`src/rtl/i2s_frame_timer.sv`:
```
// ---------------------------------------------------------------------------
// i2s_frame_timer
//
// Purpose:
//   Generates the I2S bit clock (i2s_sclk), word select (i2s_lrclk) and the
//   serializer start level (i2s_start) for the SoC's I2S block. It also
//   deserializes the SoC's serial output back into parallel left/right samples
//   for the level-meter and loopback paths. Everything runs in the single
//   system clock domain (Clk).
//
// Ports:
//   Clk           in   system clock
//   Reset         in   synchronous, active-high reset
//   enable        in   1 = run; 0 = stop at the next frame boundary
//   i2s_data_in   in   serial data from the SoC (I2S format, MSB first)
//   i2s_sclk      out  bit clock, Clk/(2*SCLK_HALF_DIV)
//   i2s_lrclk     out  word select: 0 = left slot, 1 = right slot
//   i2s_start     out  high only while in RUN
//   left_sample   out  last complete left sample
//   right_sample  out  last complete right sample
//   sample_valid  out  one-Clk pulse when the left/right pair updates
//   running       out  high in SYNC, RUN and DRAIN
//   o_dbg_state   out  current FSM state (IDLE=0, SYNC=1, RUN=2, DRAIN=3)
//
// sample_valid is a pure pulse with no back-pressure: the consumer must take
// left_sample/right_sample in the cycle sample_valid is high (they then hold
// until the next pulse).
// ---------------------------------------------------------------------------
module i2s_frame_timer #(
    parameter int SCLK_HALF_DIV = 8,
    parameter int BITS_PER_CH   = 32,
    parameter int SAMPLE_W      = 16
) (
    input  logic                Clk,
    input  logic                Reset,
    input  logic                enable,
    input  logic                i2s_data_in,
    output logic                i2s_sclk,
    output logic                i2s_lrclk,
    output logic                i2s_start,
    output logic [SAMPLE_W-1:0] left_sample,
    output logic [SAMPLE_W-1:0] right_sample,
    output logic                sample_valid,
    output logic                running,
    output logic [1:0]          o_dbg_state
);

    localparam int DIV_W = $clog2(SCLK_HALF_DIV);
    localparam int BIT_W = $clog2(2 * BITS_PER_CH);
    localparam int SH_W  = (SAMPLE_W > 1) ? SAMPLE_W - 1 : 1;

    localparam logic [DIV_W-1:0] DIV_MAX = DIV_W'(SCLK_HALF_DIV - 1);
    localparam logic [BIT_W-1:0] BIT_MAX = BIT_W'(2 * BITS_PER_CH - 1);
    localparam logic [BIT_W-1:0] CH_BITS = BIT_W'(BITS_PER_CH);
    localparam logic [BIT_W-1:0] LAST_SB = BIT_W'(SAMPLE_W);

    typedef enum logic [1:0] {
        ST_IDLE  = 2'd0,
        ST_SYNC  = 2'd1,
        ST_RUN   = 2'd2,
        ST_DRAIN = 2'd3
    } state_t;

    state_t              r_state;
    state_t              w_state_next;

    logic [DIV_W-1:0]    r_div_cnt;
    logic [BIT_W-1:0]    r_bit_cnt;
    logic                r_sclk;
    logic                r_lrclk;
    logic [SH_W-1:0]     r_shift;
    logic [SAMPLE_W-1:0] r_left_hold;
    logic [SAMPLE_W-1:0] r_right_hold;
    logic                r_left_seen;
    logic                r_pend;
    logic [SAMPLE_W-1:0] r_left_out;
    logic [SAMPLE_W-1:0] r_right_out;
    logic                r_valid;

    logic                w_active;
    logic                w_div_wrap;
    logic                w_fall;
    logic                w_rise;
    logic                w_frame_wrap;
    logic                w_capture;
    logic [BIT_W-1:0]    w_bit_next;
    logic [BIT_W-1:0]    w_slot_bit;
    logic                w_in_sample;
    logic [SAMPLE_W-1:0] w_shift_next;

    assign w_active     = (r_state != ST_IDLE);
    assign w_div_wrap   = w_active && (r_div_cnt == DIV_MAX);
    // sclk toggles on every divider wrap; the current level tells which edge it is.
    assign w_fall       = w_div_wrap && r_sclk;
    assign w_rise       = w_div_wrap && !r_sclk;
    assign w_frame_wrap = w_fall && (r_bit_cnt == BIT_MAX);
    assign w_capture    = w_rise && ((r_state == ST_RUN) || (r_state == ST_DRAIN));
    assign w_bit_next   = (r_bit_cnt == BIT_MAX) ? '0 : r_bit_cnt + 1'b1;

    // Position inside the current channel slot; slot bit 0 is the I2S delay bit.
    assign w_slot_bit   = (r_bit_cnt >= CH_BITS) ? r_bit_cnt - CH_BITS : r_bit_cnt;
    assign w_in_sample  = (w_slot_bit != '0) && (w_slot_bit <= LAST_SB);

    generate
        if (SAMPLE_W > 1) begin : g_shift_multi
            assign w_shift_next = {r_shift, i2s_data_in};
        end else begin : g_shift_single
            assign w_shift_next = i2s_data_in;
        end
    endgenerate

    // State register
    always_ff @(posedge Clk) begin
        if (Reset) begin
            r_state <= ST_IDLE;
        end else begin
            r_state <= w_state_next;
        end
    end

    // Next-state logic; SYNC and DRAIN only leave at the frame boundary.
    always_comb begin
        w_state_next = r_state;
        case (r_state)
            ST_IDLE:  if (enable)       w_state_next = ST_SYNC;
            ST_SYNC:  if (w_frame_wrap) w_state_next = enable ? ST_RUN : ST_IDLE;
            ST_RUN:   if (!enable)      w_state_next = ST_DRAIN;
            ST_DRAIN: if (w_frame_wrap) w_state_next = ST_IDLE;
            default:                    w_state_next = ST_IDLE;
        endcase
    end

    // Clock generation, capture and output registers
    always_ff @(posedge Clk) begin
        if (Reset) begin
            r_div_cnt    <= '0;
            r_bit_cnt    <= '0;
            r_sclk       <= 1'b0;
            r_lrclk      <= 1'b0;
            r_shift      <= '0;
            r_left_hold  <= '0;
            r_right_hold <= '0;
            r_left_seen  <= 1'b0;
            r_pend       <= 1'b0;
            r_left_out   <= '0;
            r_right_out  <= '0;
            r_valid      <= 1'b0;
        end else begin
            r_pend  <= 1'b0;
            r_valid <= r_pend;
            if (r_pend) begin
                r_left_out  <= r_left_hold;
                r_right_out <= r_right_hold;
            end

            if (!w_active) begin
                // Idle: clocks parked low, and a new run must see a fresh left word
                // before it can publish a pair.
                r_div_cnt   <= '0;
                r_bit_cnt   <= '0;
                r_sclk      <= 1'b0;
                r_lrclk     <= 1'b0;
                r_left_seen <= 1'b0;
            end else begin
                r_div_cnt <= w_div_wrap ? '0 : r_div_cnt + 1'b1;
                if (w_div_wrap) begin
                    r_sclk <= ~r_sclk;
                end
                // The frame-wrap fall lands bit_cnt and lrclk at 0, so leaving
                // for IDLE parks both clocks low on the same edge.
                if (w_fall) begin
                    r_bit_cnt <= w_bit_next;
                    r_lrclk   <= (w_bit_next >= CH_BITS);
                end
                if (w_capture && w_in_sample) begin
                    r_shift <= w_shift_next[SH_W-1:0];
                    if (w_slot_bit == LAST_SB) begin
                        if (r_lrclk) begin
                            r_right_hold <= w_shift_next;
                            if (r_left_seen) begin
                                r_pend <= 1'b1;
                            end
                        end else begin
                            r_left_hold <= w_shift_next;
                            r_left_seen <= 1'b1;
                        end
                    end
                end
            end
        end
    end

    assign i2s_sclk     = r_sclk;
    assign i2s_lrclk    = r_lrclk;
    assign i2s_start    = (r_state == ST_RUN);
    assign running      = w_active;
    assign left_sample  = r_left_out;
    assign right_sample = r_right_out;
    assign sample_valid = r_valid;
    assign o_dbg_state  = r_state;

endmodule

```
`config.mk`:
```
export PLATFORM = sky130hd
export DESIGN_NAME = i2s_frame_timer
export DESIGN_NICKNAME = d
export VERILOG_FILES = /design/src/rtl/i2s_frame_timer.sv
export SDC_FILE = /design/constraint.sdc
export NUM_CORES = 1
export LEC_CHECK = 0
export ABC_AREA = 1
export ABC_CLOCK_PERIOD_IN_PS = 2200
export CORE_MARGIN = 2
export CORE_UTILIZATION = 50
export CTS_BUF_LIST = sky130_fd_sc_hd__clkbuf_4 sky130_fd_sc_hd__clkbuf_8
export DETAILED_ROUTE_END_ITERATION = 7
export GPL_TIMING_DRIVEN = 0
export PLACE_DENSITY = 0.72
export SLEW_MARGIN = 20
export SYNTH_ARGS = -nofsm -noshare
export SYNTH_HDL_FRONTEND = slang
export SYNTH_SLANG_ARGS = --single-unit
```
`constraint.sdc`:
```
create_clock -name Clk -period 2.2 [get_ports Clk]
set_clock_uncertainty 0.2 [all_clocks]
set_input_delay 0.22 -clock Clk [delete_from_list [all_inputs] [get_ports Clk]]
set_output_delay 0.22 -clock Clk [all_outputs]
set_load 0.005 [all_outputs]
```
Word-level counts from Yosys, hierarchy flattened
Cells that the tools add are included.
- $add $sub $neg: 3
- magnitude comparators: 3
- eq/ne operators: 10
- multiplexer cells: 9
- bitwise gates (word level): 5
- reductions and logical operators: 20
- operator list (kind ; count):
    6-bit greater-or-equal comparator (second input constant) ; 2
    6-bit two-way mux ; 2
    4-bit AND reduction ; 3
    2-bit two-way mux ; 5
    2-bit inequality test (second input constant) ; 4
    2-bit one-hot mux with 4 select lines ; 1
    1-bit logical AND ; 7
    6-bit by 1-bit adder with 6-bit output (second input constant) ; 1
    6-bit by 5-bit equality test with 1-bit output (second input constant) ; 1
    6-bit equality test (second input constant) ; 1
    6-bit by 5-bit <= comparator with 1-bit output (second input constant) ; 1
    6-bit nonzero test ; 1
    6-bit subtractor (second input constant) ; 1
    1-bit inverter ; 5
    5-bit OR reduction ; 1
    2-bit equality test (second input constant) ; 2
    3-bit by 1-bit adder with 3-bit output (second input constant) ; 1
    3-bit equality test (second input constant) ; 1
    3-bit AND reduction ; 1
    3-bit OR reduction ; 1
    2-bit by 1-bit equality test with 1-bit output (second input constant) ; 1
    2-bit zero test ; 1
    2-bit AND reduction ; 1
    2-bit nonzero test ; 1
    other kinds (4) ; 4
- flip-flop bits (word level): 95
- input port bits: 4
- output and inout bits: 39

Longest topological paths before layout
- depth in word-level cells: 7
- gate-level depth with buffers: 9
- depth with buffers taken out: 9

Worst setup path after synthesis
OpenSTA, ideal clock, no wires.
- path type: reg2reg
- from: register r_div_cnt[0]
- to: register r_right_hold[2]
- setup time: 0.115 ns
- arrival: 1.267 ns
- data required time: 1.885 ns
- slack: 0.618 ns
- cell stages (with the launch flop): 10
- buffers on the path: 2
- clock period less this slack: 1.582 ns
- path through: dfxtp_1 > ha_1 > ha_1 > nand3_1 > nor2_4 > buf_6 > buf_6 > nand3_1 > nand2_1 > nor2_1
- cells in the longest elaborated chain, start to end: 6
- RTL lines (what ; line ; source):
    from (decl) ; 67 ; logic [DIV_W-1:0] r_div_cnt;
    from (signal assigned) ; 165 ; r_div_cnt <= w_div_wrap ? '0 : r_div_cnt + 1'b1;
    3-bit equality test ; 92 ; assign w_div_wrap = w_active && (r_div_cnt == DIV_MAX);
    1-bit logical AND ; 92 ;
    1-bit logical AND ; 95 ; assign w_rise = w_div_wrap && !r_sclk;
    1-bit logical AND ; 97 ; assign w_capture = w_rise && ((r_state == ST_RUN) || (r_state == ST_DRAIN));
    1-bit logical AND ; 175 ; if (w_capture && w_in_sample) begin
    4-bit AND reduction (no line) ; - ;
    to (signal assigned) ; 179 ; r_right_hold <= w_shift_next;
    to (decl) ; 73 ; logic [SAMPLE_W-1:0] r_right_hold;
Every way passes these cells.
A chain may end at the register's enable or synchronous reset.

==> results.json <==
{
  "status": "finished clean",
  "drt_iter0_drc": 139,
  "placedCellCount": 654,
  "cp-start-kind": "flop",
  "drv_cap": 0,
  "top_usage_layer": "met2",
  "grt_use_met2": 0.355,
  "instances_no_fill": 670,
  "critPathKind": "flop to primary output",
  "fp.dieW_um": 90.4,
  "syn_to_final_growth_pct": 20.1,
  "worstPathRequired_ps": 1780,
  "vias": 3277,
  "cts_sinks": 95,
  "syn_area_um2": 3740,
  "synth_nets": 521,
  "regArea_um2": 1900,
  "synth_flop_cell": "dfxtp_1",
  "cts_buffer_depth": 2,
  "synth_async_sr_flop_share": 0,
  "wl_um": 8290,
  "core-area_um2": 7250,
  "cts_tree": "yes",
  "first_global_vias": 3103,
  "fin_hold_ws_ps": 226,
  "synth-edff-count": 0,
  "grt_pass1_wl_um": 14200,
  "timing.setup.tns_ps": 0,
  "path_cells": "nor2_1, inv_1, clkdlybuf4s50_1",
  "max_freq_ghz": 0.517,
  "synth.ff_latch_count": 95,
  "max_stage_delay_ps": 460,
  "cts_hold_buf": 0,
  "drc": 0,
  "ir_drop_mv": 0.330,
  "n_antenna_cell": 0,
  "p_leak_nw": 2.00,
  "crit_family": "buffers and inverters",
  "crit_fanout": 4,
  "finalCritPeriodShare": 0.878,
  "relSlewSlack": 0.569,
  "finalMaxSlewViolations": 0,
  "die_h_um": 90.4,
  "use_met1": 0.284,
  "gr-usage-all-layers": 0.215,
  "synth_cell_type_count": 22,
  "nets": 574,
  "path_buf_inv": 2,
  "worstMarginPinSlew_ps": 646,
  "crit_slowest_cell": "clkdlybuf4s50_1",
  "io_pins": 43,
  "setup_viol": 0,
  "fp-row-count": 31,
  "routedWlPerCell_um": 12.4,
  "io_buffers": 42,
  "rsz0062_at_grt": "no",
  "cts_resized": 0,
  "design_power_total_mw": 2.97,
  "postRouteAntennaNets": 0,
  "yosys_warnings": 0,
  "avgSynthCellArea_um2": 7.28,
  "dieArea_um2": 8180,
  "multi_input_area_um2": 1550,
  "cts_buffers": 9,
  "crit_arrival_ps": 1510,
  "hp-class": "flop to flop",
  "gp_congestion": 0.900,
  "drive_gt1_frac": 0.0578,
  "grt_max_degree": 16,
  "drtPass1Iterations": 4,
  "dp_hpwl_um": 6250,
  "power_density_nw_per_um2": 662,
  "insertion_delay_ps": 360,
  "hold_viol": 0,
  "nFillCells": 707,
  "cts-root-buf": "clkbuf_8",
  "floorplan.initialDensity": 0.515,
  "htree_num_levels": 3,
  "via_per_inst": 4.89,
  "end_kind": "primary output",
  "grtUsageMet3": 0.0367,
  "post-route-min-period_ps": 1930,
  "cts_setup_buffers": 0,
  "antenna_found_initial": 0,
  "overflow": 0,
  "clkSlewWorstSetupHoldPaths_ps": 80,
  "synthCells": 513,
  "synth-seq-area-share": 0.509
}
## per-layer routing
metal,part of all wire,routed length (µm)
met1,0.48,4010
met2,0.47,3870
met3,0.040,333
met4,0.0086,71
met5,0,0
## worst register-to-register path, cell delays in order (launching register included)
cell     delay [ps]
dfxtp_1         340
ha_1            150
ha_1            160
nand3_1         140
nor2_4          160
buf_6           160
buf_6           140
nand3_1          80
nand2_1         100
nor2_1           40
## power breakdown
| group | switching, mW | internal [mW] |
|---|---|---|
| clock network | 0.589 | 0.586 |
| logic | 0.0477 | 0.0240 |
| registers | 0.00231 | 1.72 |
## Yosys cell counts (2+ instances only)
| cell | count | area, µm² |
|---|---|---|
| nor2_1 | 143 | 537 |
| dfxtp_1 | 95 | 1900 |
| nand2_1 | 84 | 315 |
| nand3_1 | 41 | 205 |
| a21oi_1 | 37 | 185 |
| o21ai_0 | 35 | 175 |
| inv_1 | 30 | 113 |
| clkbuf_1 | 15 | 56.3 |
| buf_2 | 6 | 30.0 |
| buf_1 | 5 | 18.8 |
| buf_6 | 5 | 56.3 |
| ha_1 | 4 | 50.1 |
| inv_2 | 2 | 7.51 |
| nand3b_1 | 2 | 15.0 |
| nor3_1 | 2 | 10.0 |
## path summary, 6_finish.rpt
kind	startpoint	endpoint	slack, ps	cells after the start
max reg2reg	r_div_cnt[0]$_SDFF_PP0_	r_right_hold[2]$_SDFFE_PP0P_	440	9
min reg2reg	r_div_cnt[0]$_SDFF_PP0_	r_div_cnt[0]$_SDFF_PP0_	230	1
min	r_div_cnt[0]$_SDFF_PP0_	r_div_cnt[0]$_SDFF_PP0_	230	1
max	flop	running	270	3
## per-stage QoR
step | instance area (µm²) | setup WS [ps] | utilization
after floorplan | 3740 | 618 | -
after global placement | 4280 | 367 | 0.590
after detailed placement | 4280 | 325 | 0.590
after CTS | 4490 | 249 | 0.619
after global routing | 4490 | 165 | 0.619
final | 4490 | 267 | 0.619
## flip-flops by register name (all words and copies together), names as in the netlist, named ones only
name and count:
r_left_hold 16, i2s_lrclk 1, sample_valid 1, r_shift 15
left_sample 16, r_left_seen 1, i2s_sclk 1, r_div_cnt 3
r_bit_cnt 6, r_pend 1, o_dbg_state 1, r_right_hold 16
right_sample 16
## cells in the final DEF (no fill, tap or decap)
cell             netlist  routed
nor2_1               143     143
dfxtp_1               95      95
nand2_1               84      84
clkdlybuf4s50_1        0      42
nand3_1               41      41
a21oi_1               37      37
o21ai_0               35      35
inv_1                 30      30
clkbuf_1              15      15
clkbuf_8               0      10
buf_2                  6       6
buf_6                  5       5
buf_1                  5       5
ha_1                   4       4
inv_2                  2       2
nand3b_1               2       2
nor3_1                 2       2
clkbuf_4               0       2
clkinvlp_4             0       2
nor2_2                 1       1
nand3_2                1       1
nor2_4                 1       1
nor3_2                 1       1
nand4_1                1       1
xor2_1                 1       1
o21bai_1               1       1
bufinv_16              0       1
inv_6                  0       1
## area by class of cell
cell class              count  area share
flip-flops and latches     95       0.424
multi-input cells         355       0.346
repair buffers             42      0.0937
plain buffers              31      0.0360
clock buffers              12      0.0340
well taps                  99      0.0276
inverters                  32      0.0268
clock inverters             4      0.0120
## kinds of logic (layout without fill, tap and decap cells)
kind of cell | after synthesis | after routing | share of synthesized area
AOI/OAI and AO/OA | 73 | 73 | 0.0985
xor gates and xnor gates | 1 | 1 | 0.00234
adders and majority gates | 4 | 4 | 0.0134
buffers and inverters | 63 | 121 | 0.0754
DFF | 95 | 95 | 0.509
and+or+nand+nor | 277 | 277 | 0.301
Power figures use the tool's default switching activity.
